$ cat src/rtl/branch_resolve_queue.sv
// branch_resolve_queue: in-order FIFO of predicted branches from fetch.
// When execute resolves the oldest entry this block trains the branch
// history table, detects mispredictions, issues a redirect PC, flushes
// wrong-path entries and keeps saturating statistics counters.
//
// Handshake: push and resolve_valid are single-cycle qualifiers with no
// ready return. full/empty are advisory status; a push while full (without
// a same-cycle pop) is dropped and flagged in sticky overflow, and a resolve
// while empty is ignored and flagged in sticky underflow. update and
// mispredict are one-cycle strobes, one cycle after the resolve edge.
module branch_resolve_queue #(
  parameter int DEPTH  = 4,
  parameter int IDX_W  = 5,
  parameter int ADDR_W = 32
) (
  input  logic              clk,
  input  logic              rst,
  input  logic              push,
  input  logic [IDX_W-1:0]  push_idx,
  input  logic              push_pred_taken,
  input  logic [ADDR_W-1:0] push_target,
  input  logic [ADDR_W-1:0] push_fallthrough,
  output logic              full,
  output logic              empty,
  input  logic              resolve_valid,
  input  logic              resolve_taken,
  input  logic [ADDR_W-1:0] resolve_target,
  output logic              update,
  output logic [IDX_W-1:0]  update_idx,
  output logic              update_direction,
  output logic              mispredict,
  output logic [ADDR_W-1:0] redirect_pc,
  output logic [31:0]       branch_count,
  output logic [31:0]       mispredict_count,
  output logic              overflow,
  output logic              underflow
);

  localparam int PTR_W = $clog2(DEPTH);
  localparam logic [PTR_W:0]   CNT_FULL = (PTR_W+1)'(DEPTH);
  localparam logic [PTR_W-1:0] PTR_ONE  = PTR_W'(1);
  localparam logic [PTR_W:0]   CNT_ONE  = (PTR_W+1)'(1);

  logic [IDX_W-1:0]  idx_mem  [DEPTH];
  logic              pred_mem [DEPTH];
  logic [ADDR_W-1:0] tgt_mem  [DEPTH];
  logic [ADDR_W-1:0] ft_mem   [DEPTH];

  logic [PTR_W-1:0] rd_ptr;
  logic [PTR_W-1:0] wr_ptr;
  logic [PTR_W:0]   count;

  logic              head_pred;
  logic [IDX_W-1:0]  head_idx;
  logic [ADDR_W-1:0] head_tgt;
  logic [ADDR_W-1:0] head_ft;
  logic              do_pop;
  logic              mispred_now;
  logic              has_room;
  logic              do_push;
  logic              push_drop;

  assign full  = (count == CNT_FULL);
  assign empty = (count == '0);

  assign head_pred = pred_mem[rd_ptr];
  assign head_idx  = idx_mem[rd_ptr];
  assign head_tgt  = tgt_mem[rd_ptr];
  assign head_ft   = ft_mem[rd_ptr];

  // Decode this cycle's pop, misprediction and push acceptance.
  always_comb begin
    do_pop      = resolve_valid && !empty;
    mispred_now = do_pop &&
                  ((resolve_taken != head_pred) ||
                   (resolve_taken && head_pred && (resolve_target != head_tgt)));
    has_room    = !full || do_pop;
    // A push alongside a misprediction is wrong-path: discarded, not an overflow.
    do_push     = push && has_room && !mispred_now;
    push_drop   = push && !has_room;
  end

  // Entry storage: written on accepted pushes only, no reset needed.
  always_ff @(posedge clk) begin
    if (do_push && !rst) begin
      idx_mem[wr_ptr]  <= push_idx;
      pred_mem[wr_ptr] <= push_pred_taken;
      tgt_mem[wr_ptr]  <= push_target;
      ft_mem[wr_ptr]   <= push_fallthrough;
    end
  end

  // Pointers, occupancy, flush, strobes, training outputs and statistics.
  always_ff @(posedge clk) begin
    if (rst) begin
      rd_ptr           <= '0;
      wr_ptr           <= '0;
      count            <= '0;
      update           <= 1'b0;
      update_idx       <= '0;
      update_direction <= 1'b0;
      mispredict       <= 1'b0;
      redirect_pc      <= '0;
      branch_count     <= '0;
      mispredict_count <= '0;
      overflow         <= 1'b0;
      underflow        <= 1'b0;
    end else begin
      update     <= do_pop;
      mispredict <= mispred_now;

      if (do_pop) begin
        update_idx       <= head_idx;
        update_direction <= resolve_taken;
        if (branch_count != '1) branch_count <= branch_count + 32'd1;
      end

      if (mispred_now) begin
        redirect_pc <= resolve_taken ? resolve_target : head_ft;
        if (mispredict_count != '1) mispredict_count <= mispredict_count + 32'd1;
      end

      if (push_drop)                overflow  <= 1'b1;
      if (resolve_valid && empty)   underflow <= 1'b1;

      if (mispred_now) begin
        // Everything younger than the mispredicted branch is wrong-path.
        rd_ptr <= '0;
        wr_ptr <= '0;
        count  <= '0;
      end else begin
        if (do_pop)  rd_ptr <= rd_ptr + PTR_ONE;
        if (do_push) wr_ptr <= wr_ptr + PTR_ONE;
        if (do_push && !do_pop)      count <= count + CNT_ONE;
        else if (do_pop && !do_push) count <= count - CNT_ONE;
      end
    end
  end

endmodule

$ cat config.mk
export PLATFORM = sky130hd
export DESIGN_NAME = branch_resolve_queue
export DESIGN_NICKNAME = d
export VERILOG_FILES = /design/src/rtl/branch_resolve_queue.sv
export SDC_FILE = /design/constraint.sdc
export NUM_CORES = 1
export LEC_CHECK = 0
export CAP_MARGIN = 15
export CORE_MARGIN = 2
export CORE_UTILIZATION = 59
export DETAILED_ROUTE_END_ITERATION = 8
export PLACE_DENSITY = 0.95
export REMOVE_ABC_BUFFERS = 1
export SLEW_MARGIN = 20
export SYNTH_ARGS = -nofsm -noshare
export SYNTH_HDL_FRONTEND = slang
export SYNTH_SLANG_ARGS = --single-unit
export TNS_END_PERCENT = 10
$ cat constraint.sdc
create_clock -name clk -period 9.95 [get_ports clk]
set_input_delay 1.99 -clock clk [delete_from_list [all_inputs] [get_ports clk]]
set_output_delay 1.99 -clock clk [all_outputs]
set_load 0.1 [all_outputs]
Word level (Yosys, flattened, before mapping) --
Memories as Yosys holds them, arrays and structs flattened. A register that Yosys moved wholly into a read port is not among the register bits. Index checks and enable logic that the tools add are counted.
Operators by class: muxes and demuxes 11, add/subtract/negate cells 6, equal/unequal tests 5, reductions and logical operators 25
Operator list (count):
- adder 32 x 1 -> 32 bit, second input constant | 2
- != test 32 bit, second input constant | 2
- 2-to-1 mux 32 bit | 1
- != test 32 bit | 1
- 2-to-1 mux 2 bit | 6
- logical AND 1 bit | 11
- zero test 1 bit | 7
- 2-to-1 mux 3 bit | 2
- adder 2 x 1 -> 2 bit, second input constant | 2
- AND reduction 2 bit | 2
- adder 3 x 1 -> 3 bit, second input constant | 1
- equality test 3 bit, second input constant | 1
- zero test 3 bit | 1
- subtractor 3 x 1 -> 3 bit, second input constant | 1
- logical OR 1 bit | 2
- 2-to-1 mux 1 bit | 2
- nonzero test 2 bit | 1
- OR reduction 2 bit | 1
- != test 1 bit | 1
Storage, ports and cells: flip-flop bits (word level) 108, bits in writable memories 280, bits of input ports 107, output and inout bits 108, memories 4, word-level logic and storage cells 62
Memory list:
- ft_mem | words 4, bits a word 32, read ports 1, clocked after Yosys merged registers in 1, wr ports 1, line 47 | logic [ADDR_W-1:0] ft_mem [DEPTH];
- tgt_mem | words 4, bits a word 32, read ports 1, clocked after Yosys merged registers in 1, wr ports 1, line 46 | logic [ADDR_W-1:0] tgt_mem [DEPTH];
- idx_mem | words 4, bits a word 5, read ports 1, clocked after Yosys merged registers in 1, wr ports 1, line 44 | logic [IDX_W-1:0] idx_mem [DEPTH];
- pred_mem | words 4, bits a word 1, read ports 1, clocked after Yosys merged registers in 1, wr ports 1, line 45 | logic pred_mem [DEPTH];

Logic depth before layout (Yosys ltp) --
Gate-level depths: netlist of the first run.
depth in word-level cells 10, mapped depth 12

Worst setup path before layout of the first run --
No wires, ideal clock.
path kind register to register, start point reg count[0], end point mem ft_mem[0][0], enable pin, cell stages (with the launch flop) 8, period minus slack after synthesis 6.014 ns, setup slack 3.936 ns, arrival time 5.578 ns, buffers on the path 1, cell sequence dfxtp_1 > nor3_1 > nor2b_1 > o21ai_0 > a31oi_1 > clkbuf_1 > nor2_1 > and3_1
Between the ends: word-level cells in the longest chain between the ends 9, elaborated cells on any way between the ends 13
Ends and longest elaborated chain:
- start: declaration | line 51 | logic [PTR_W:0] count;
- start signal: assignment | line 134 | if (do_push && !do_pop) count <= count + CNT_ONE;
- start signal: assignment | line 135 | else if (do_pop && !do_push) count <= count - CNT_ONE;
- zero test 3 bit (*) | line 64 | assign empty = (count == '0);
- net empty | line 24 | output logic empty,
- zero test 1 bit (*) | line 73 | do_pop = resolve_valid && !empty;
- logical AND 1 bit (*) | line 73
- logical OR 1 bit or logical AND 1 bit (tied branches) | line 77, 74
- logical AND 1 bit or zero test 1 bit (tied branches) | line 79 | do_push = push && has_room && !mispred_now;
- logical AND 1 bit (*) | line 79
- logical AND 1 bit (*) | line 85 | if (do_push && !rst) begin
- 2-to-1 mux 1 bit (*) | line 85
- 2-to-1 mux 1 bit (implied by the code) (*) | line 89 | ft_mem[wr_ptr] <= push_fallthrough;
- end: declaration | line 47
Mark *: on every way through the listed nets, which the timed path passes. The rest lies on a longest branch.

==> metrics.md, run 1 <==
| Metric | Value |
|---|---|
| FP Rows | `60` |
| CP max stage cell | `and3_4` |
| Final Critical Period | `between 5 and 6 ns` |
| Post-synthesis cell type count | `56` |
| RSZ-0062 raised after global routing | `false` |
| Syn avg cell area | `15.3 um2` |
| Required time worst endpoint | `10.10 ns` |
| Worst path bufs/invs | `1` |
| PortBufs | `214` |
| Hold WC Path Type | `reg -> reg` |
| Max Freq | `between 0.15 and 0.2 GHz` |
| Synth Cell Area | `about 0.016 mm2` |
| IO Count | `215` |
| Share of layout cells above drive strength 1 | `11.6%` |
| Longest Clk Path Bufs | `3` |
| Async S/R FF share, synth | `0%` |
| GRT Residual Overflow | `0` |
| Worst hold slack | `between 0.4 and 0.5 ns` |
| Max Cap Viol | `0` |
| WHS Endpoint | `update_idx[2]$_SDFFE_PP0P_` |
| ANT nets after route | `0` |
| DP HPWL | `23500 um` |
| Cell taking the most area after synthesis | `edfxtp_1` |
| H-tree lvl count | `2` |
| Worst slew margin | `a little over a quarter` |
| Multi-input gate area | `0.00501 mm2` |
| Final worst setup slack | `approximately 4.7 ns` |
| First-pass GRT wire length | `slightly below 60000 um` |
| Inst Count DP | `roughly 1600` |
| Worst-case vdd ir drop | `about 0.00024 V` |
| Leak | `6.25 nW` |
| WS Path Type | `reg -> reg` |
| Number of global-route vias before repair | `10000` |
| Max incr delay on CP | `just over 0.9 ns` |
| Number of post-CTS setup repair buffers | `0` |
| Core area | `~0.027 mm2` |
| Die X | `between 150 and 200 um` |
| Drt first-iter violations | `936` |
| Hold_buf cts | `0` |
| Via density | `6.23` |
| Clock latency on the worst-skew pair | `about 0.55 ns` |
| RR Endpoint | `ft_mem[0][27]$_DFFE_PP_` |
| Outcome | `finished clean` |
| Die ar. | `between 0.02 and 0.03 mm2` |
| Top-area cell type share of the netlist area | `52.7%` |
| # nets final | `between 1000 and 1500` |
| Post-synth EDFFs | `280` |
| Wire length per cell | `~24 um` |
| Post-placement worst setup slack | `between 4 and 5 ns` |
| Post-Syn Instances | `about 1000` |
| CTS sink count | `395` |
| Sequential area share after synthesis | `between 60% and 70%` |
| Resize count post-CTS | `0` |
| Fillers | `about 1600` |
| Clock root buffer | `clkbuf_16` |
| Initial antenna violation count | `1` |
| First-pass detailed-route iteration total | `5` |
| Setup-failing EPs final | `0` |
| Crit Path Max Fanout | `70` |
| Layout area overhead | `22.5%` |
| Routed wire length | `around 38000 um` |
| Largest net degree at the start of global routing | `approximately 90` |
| Hold depth | `2` |
| Reg area | `0.0107 mm2` |
| TritonCTS clock tree | `built` |
| Worst Tran Pin Value | `approximately 1.1 ns` |
| CTS buffer count | `39` |
| CP startpoint kind | `flop` |
| Syn. warnings | `0` |
| Crit path cell chain | `buf_4 -> mux4_2 -> xnor2_1 -> nand4_1 -> nor4_1 -> a31oi_4 -> nor2_1 -> and3_4` |
| Worst Path Arrival | `between 5 and 6 ns` |
| Cells on worst reg2reg path | `8` |
| Ys flop type | `edfxtp_1` |
| Layout Skew | `between 0.015 and 0.02 ns` |
| Total power | `between 0.004 and 0.005 W` |
| Residual DRC | `0` |
| Final Max Slew Viols | `0` |
| Die Ht | `between 150 and 200 um` |
| Fin cells | `around 1600` |
| Min-Delay Startpoint | `update_idx[2]$_SDFFE_PP0P_` |
| Power Dens Cells | `between 200 and 250 mW/mm2` |
| Synth area leaders | `edfxtp_1, dfxtp_1, mux4_2` |
| CTS clock-pin slew for the worst setup and hold paths | `around 0.060 ns` |
| Top delay family on crit path | `simple AND/OR/NAND/NOR gates` |
| Starting Density | `about 60%` |
| Final cycle utilization of the critical path | `between 50 and 60%` |
| Via Count | `between 10000 and 15000` |
| Hold Vio Cnt, Final | `0` |
| CP Capture Type | `flop` |
| FF-to-FF setup slack | `~4.7 ns` |
| Yosys reg bits | `around 400` |
| Setup tns final | `0 ns` |
| Final GP Congestion | `a little over 0.8` |
| Total GRT Usage | `between 20% and 30%` |
## layer usage
layer	vias to the layer above	wire length, um	global-route usage (%)
met2	527	19500	46.4
li1	4491	-	-
met1	5005	14500	35.3
met5	-	0	0
met4	0	1330	9.26
met3	99	2850	4.37
## through the flow
step                      utilization, %  area (um2)
final                               73.1       19500
after global routing                73.1       19500
after CTS                           73.1       19500
after detailed placement            68.7       18400
after global placement              68.7       18400
after floorplan                        -       15700
## placed cells by master, fill, tap and decap left out, types with 11 or more instances in the layout
cell,instances
dfxtp_1,113
a211oi_1,32
mux4_2,70
nor2_1,101
edfxtp_1,280
nor4_1,12
xnor2_1,40
a21oi_1,26
clkbuf_16,39
or4_1,11
nand3_1,29
xor2_1,26
nand4_1,35
nand2_1,38
mux2i_1,35
nor2b_1,12
clkdlybuf4s50_1,212
## worst min-delay path, stage by stage, from the launching register on
cell and delay [ns]:
dfxtp_1 0.31, nand2_1 0.05, a21oi_1 0.05
## cell families (layout without fill, tap and decap cells)
group	after synthesis	in the layout	share of synthesized area, %
AOI/OAI and AO/OA	104	104	4.64
xor gates and xnor gates	66	66	3.62
adders and majority gates	8	8	0.675
buffers and inverters	63	299	1.71
DFF	395	395	67.2
muxes	115	115	12.8
other	0	2	0
and+or+nand+nor	294	294	9.41
## report_power, final
| group | total, W | internal, W | leakage, nW | switching, W |
|---|---|---|---|---|
| clock | 0.00137 | 0.000758 | 0.566 | 0.000616 |
| sequential | 0.00203 | 0.00191 | 3.47 | 0.000124 |
| combinational | 0.00131 | 0.000455 | 2.21 | 0.000858 |
## how the worst max path moves through the flow
stage                  startpoint                      end  depth (start not counted)
2_1_floorplan                flop   ft_mem[0][0]$_DFFE_PP_                          6
3_3_place_gp   resolve_target[17]  ft_mem[3][16]$_DFFE_PP_                          7
3_5_place_dp   resolve_target[17]  tgt_mem[0][3]$_DFFE_PP_                          7
4_1_cts                      flop   ft_mem[0][0]$_DFFE_PP_                          8
5_1_grt                      flop  tgt_mem[0][3]$_DFFE_PP_                          8
6_report                     flop  ft_mem[0][27]$_DFFE_PP_                          8
## cells in the mapped netlist, drive strengths merged, types with 3 or more instances
master  number
or2          3
o31ai        9
nor4        13
nor3         9
nor2b       12
or4         11
or3          7
buf         21
nor2       101
o21a         4
o41ai        3
and4         9
xnor2       40
a21oi       26
edfxtp     280
inv         10
ha           7
mux2        10
nand3       29
clkbuf      32
nand2       39
and2         3
and3        14
a31oi        4
xor2        26
nand4       35
mux2i       35
o311ai       3
o21ai       12
o31a         3
a211oi      32
mux4        70
dfxtp      115
## state kept, by name, indices dropped and copies added (netlist names), named ones only
register          cells
overflow              1
ft_mem              128
count                 3
pred_mem              4
mispredict_count     32
mispredict            1
underflow             1
tgt_mem             128
wr_ptr                2
redirect_pc          32
update_idx            5
update                1
update_direction      1
idx_mem              20
rd_ptr                2
branch_count         32
## final cells by class
| class | count | area share, % |
|---|---|---|
| flip-flops and latches | 395 | 54.8 |
| clock inverters | 19 | 0.768 |
| diodes | 2 | 0.0256 |
| repair buffers | 220 | 11.2 |
| inverters | 10 | 0.192 |
| clock buffers | 50 | 5.21 |
| well taps | 341 | 2.18 |
| multi-input cells | 587 | 25.6 |
No activity file was read; power rests on OpenSTA's default activity.
==> run 2: changes to the inputs <==
- CORE_UTILIZATION: 59 -> 55
- PLACE_DENSITY: 0.95 -> 0.9
- clock period: 9.95 -> 5 ns (I/O delays scaled with it)
==> metrics.md, run 2 (synthesis results as in run 1) <==
| Metric | Value |
|---|---|
| Required time worst endpoint | `5.40 ns` |
| Final Max Slew Viols | `0` |
| Max Freq | `about 0.24 GHz` |
| Max Cap Viol | `0` |
| ANT nets after route | `0` |
| Die X | `~170 um` |
| Commonest non-fill, non-tap cells in the layout | `edfxtp_1, clkdlybuf4s50_1, dfxtp_1` |
| IO Count | `around 220` |
| CP Capture Type | `flop` |
| Power Dens Cells | `slightly below 500 mW/mm2` |
| FF-to-FF setup slack | `approximately 0.86 ns` |
| Share of layout cells above drive strength 1 | `about an eighth` |
| CTS buffer count | `39` |
| DP Area | `~0.019 mm2` |
| Worst-case vdd ir drop | `approximately 0.00045 V` |
| Crit Path Max Fanout | `25` |
| RR Endpoint | `mispredict_count[12]$_SDFFE_PP0P_` |
| CTS clock-pin slew for the worst setup and hold paths | `0.06 ns` |
| Total GRT Usage | `roughly 24%` |
| Final GP Congestion | `0.821` |
| PortBufs | `214` |
| Drt first-iter violations | `just over 1000` |
| Largest net degree at the start of global routing | `97` |
| Worst Tran Pin Value | `between 1 and 1.5 ns` |
| TritonCTS clock tree | `built` |
| Number of post-CTS setup repair buffers | `0` |
| Initial antenna violation count | `4` |
| Regs by FF count | `ft_mem: 128 flops, tgt_mem: 128 flops` |
| Outcome | `finished clean` |
| RSZ-0062 raised after global routing | `false` |
| Min-Delay Startpoint | `update_direction$_SDFFE_PP0P_` |
| Resize count post-CTS | `0` |
| Hold depth | `2` |
| Clock latency on the worst-skew pair | `around 0.54 ns` |
| Via density | `5.93` |
| Cells on worst reg2reg path | `8` |
| CP startpoint kind | `flop` |
| Starting Density | `55.7%` |
| Final Critical Period | `roughly 4.1 ns` |
| Leak | `between 6 and 7 nW` |
| Number of global-route vias before repair | `between 10000 and 15000` |
| Clock root buffer | `clkbuf_16` |
| Worst Path Arrival | `~4.5 ns` |
| WHS Endpoint | `update_direction$_SDFFE_PP0P_` |
| Hold Vio Cnt, Final | `0` |
| Most common cell after layout, fill and taps aside | `edfxtp_1` |
| Worst slew margin | `26.5%` |
| Finished Cell Area | `~0.02 mm2` |
| CTS sink count | `~400` |
| First-pass detailed-route iteration total | `5` |
| FP Rows | `62` |
| WS Path Type | `reg -> reg` |
| Hold_buf cts | `0` |
| Fin util | `69.6%` |
| GRT Residual Overflow | `0` |
| Layout area overhead | `24.9%` |
| Routed wire length | `~37000 um` |
| Final cycle utilization of the critical path | `82.8%` |
| Setup-failing EPs final | `0` |
| Hold WC Path Type | `reg -> reg` |
| Layout Skew | `around 0.025 ns` |
| Via Count | `between 10000 and 15000` |
| First-pass GRT wire length | `roughly 57000 um` |
| Longest Clk Path Bufs | `3` |
| Wire length per cell | `21.6 um` |
| DP HPWL | `23600 um` |
| Die Ht | `about 170 um` |
| H-tree lvl count | `2` |
| # nets final | `between 1000 and 1500` |
| Die ar. | `slightly above 0.03 mm2` |
| Residual DRC | `0` |
| Core area | `0.0286 mm2` |
[run 2: final cells by class]
cell class | count | area (um2)
sequential | 395 | 10700
fill | 1808 | 8710
multi-input combinational | 587 | 5000
timing repair buffer | 238 | 2390
clock buffer | 61 | 1140
tap | 384 | 480
clock inverter | 11 | 141
inverter | 10 | 37.5
antenna | 4 | 10.0
[run 2: critical path, stage by stage, from the launching register on]
cell and delay (ns):
dfxtp_4 0.60, buf_12 0.28, mux4_2 0.54, xnor2_1 0.34, nand4_1 0.17, or4_1 0.78
o31ai_4 0.77, nor4_1 0.17, mux2_1 0.36
[run 2: how the worst max path moves through the flow]
| stage | slack, ns | from | endpoint | cells after the start |
|---|---|---|---|---|
| 2_1_floorplan | -3.76 | flop | ft_mem[0][0]$_DFFE_PP_ | 6 |
| 3_3_place_gp | 0.89 | resolve_target[4] | mispredict_count[9]$_SDFFE_PP0P_ | 7 |
| 3_5_place_dp | 0.82 | resolve_target[4] | mispredict_count[12]$_SDFFE_PP0P_ | 7 |
| 4_1_cts | 0.81 | flop | mispredict_count[12]$_SDFFE_PP0P_ | 8 |
| 5_1_grt | 0.59 | flop | mispredict_count[12]$_SDFFE_PP0P_ | 8 |
| 6_report | 0.86 | flop | mispredict_count[12]$_SDFFE_PP0P_ | 8 |
[run 2: where the power goes]
part / total (W) / internal (W) / switching, W
Sequential: 0.00400 / 0.00379 / 0.000205
Combinational: 0.00269 / 0.000954 / 0.00173
Clock: 0.00292 / 0.00173 / 0.00119
Total: 0.00960 / 0.00648 / 0.00313
[run 2: stage by stage]
stage | setup TNS [ns] | hold WS, ns | instances | power, W | setup slack, ns
final | 0 | 0.459 | 1690 | 0.00960 | 0.858
after global routing | 0 | 0.480 | 1688 | 0.00994 | 0.586
after CTS | 0 | 0.457 | 1686 | 0.00967 | 0.814
after detailed placement | 0 | 0.449 | 1614 | 0.00673 | 0.820
after global placement | 0 | 0.444 | 1614 | 0.00667 | 0.885
after floorplan | -1156.51 | 0.514 | 992 | 0.00600 | -3.76
[run 2: routing by layer]
metal / GRT usage, % / routed length, um / vias up
li1: - / - / 4530
met1: 31.1 / 14400 / 4965
met2: 42.1 / 18500 / 453
met3: 5.10 / 2900 / 64
met4: 5.99 / 798 / 4
met5: 0 / 22 / -
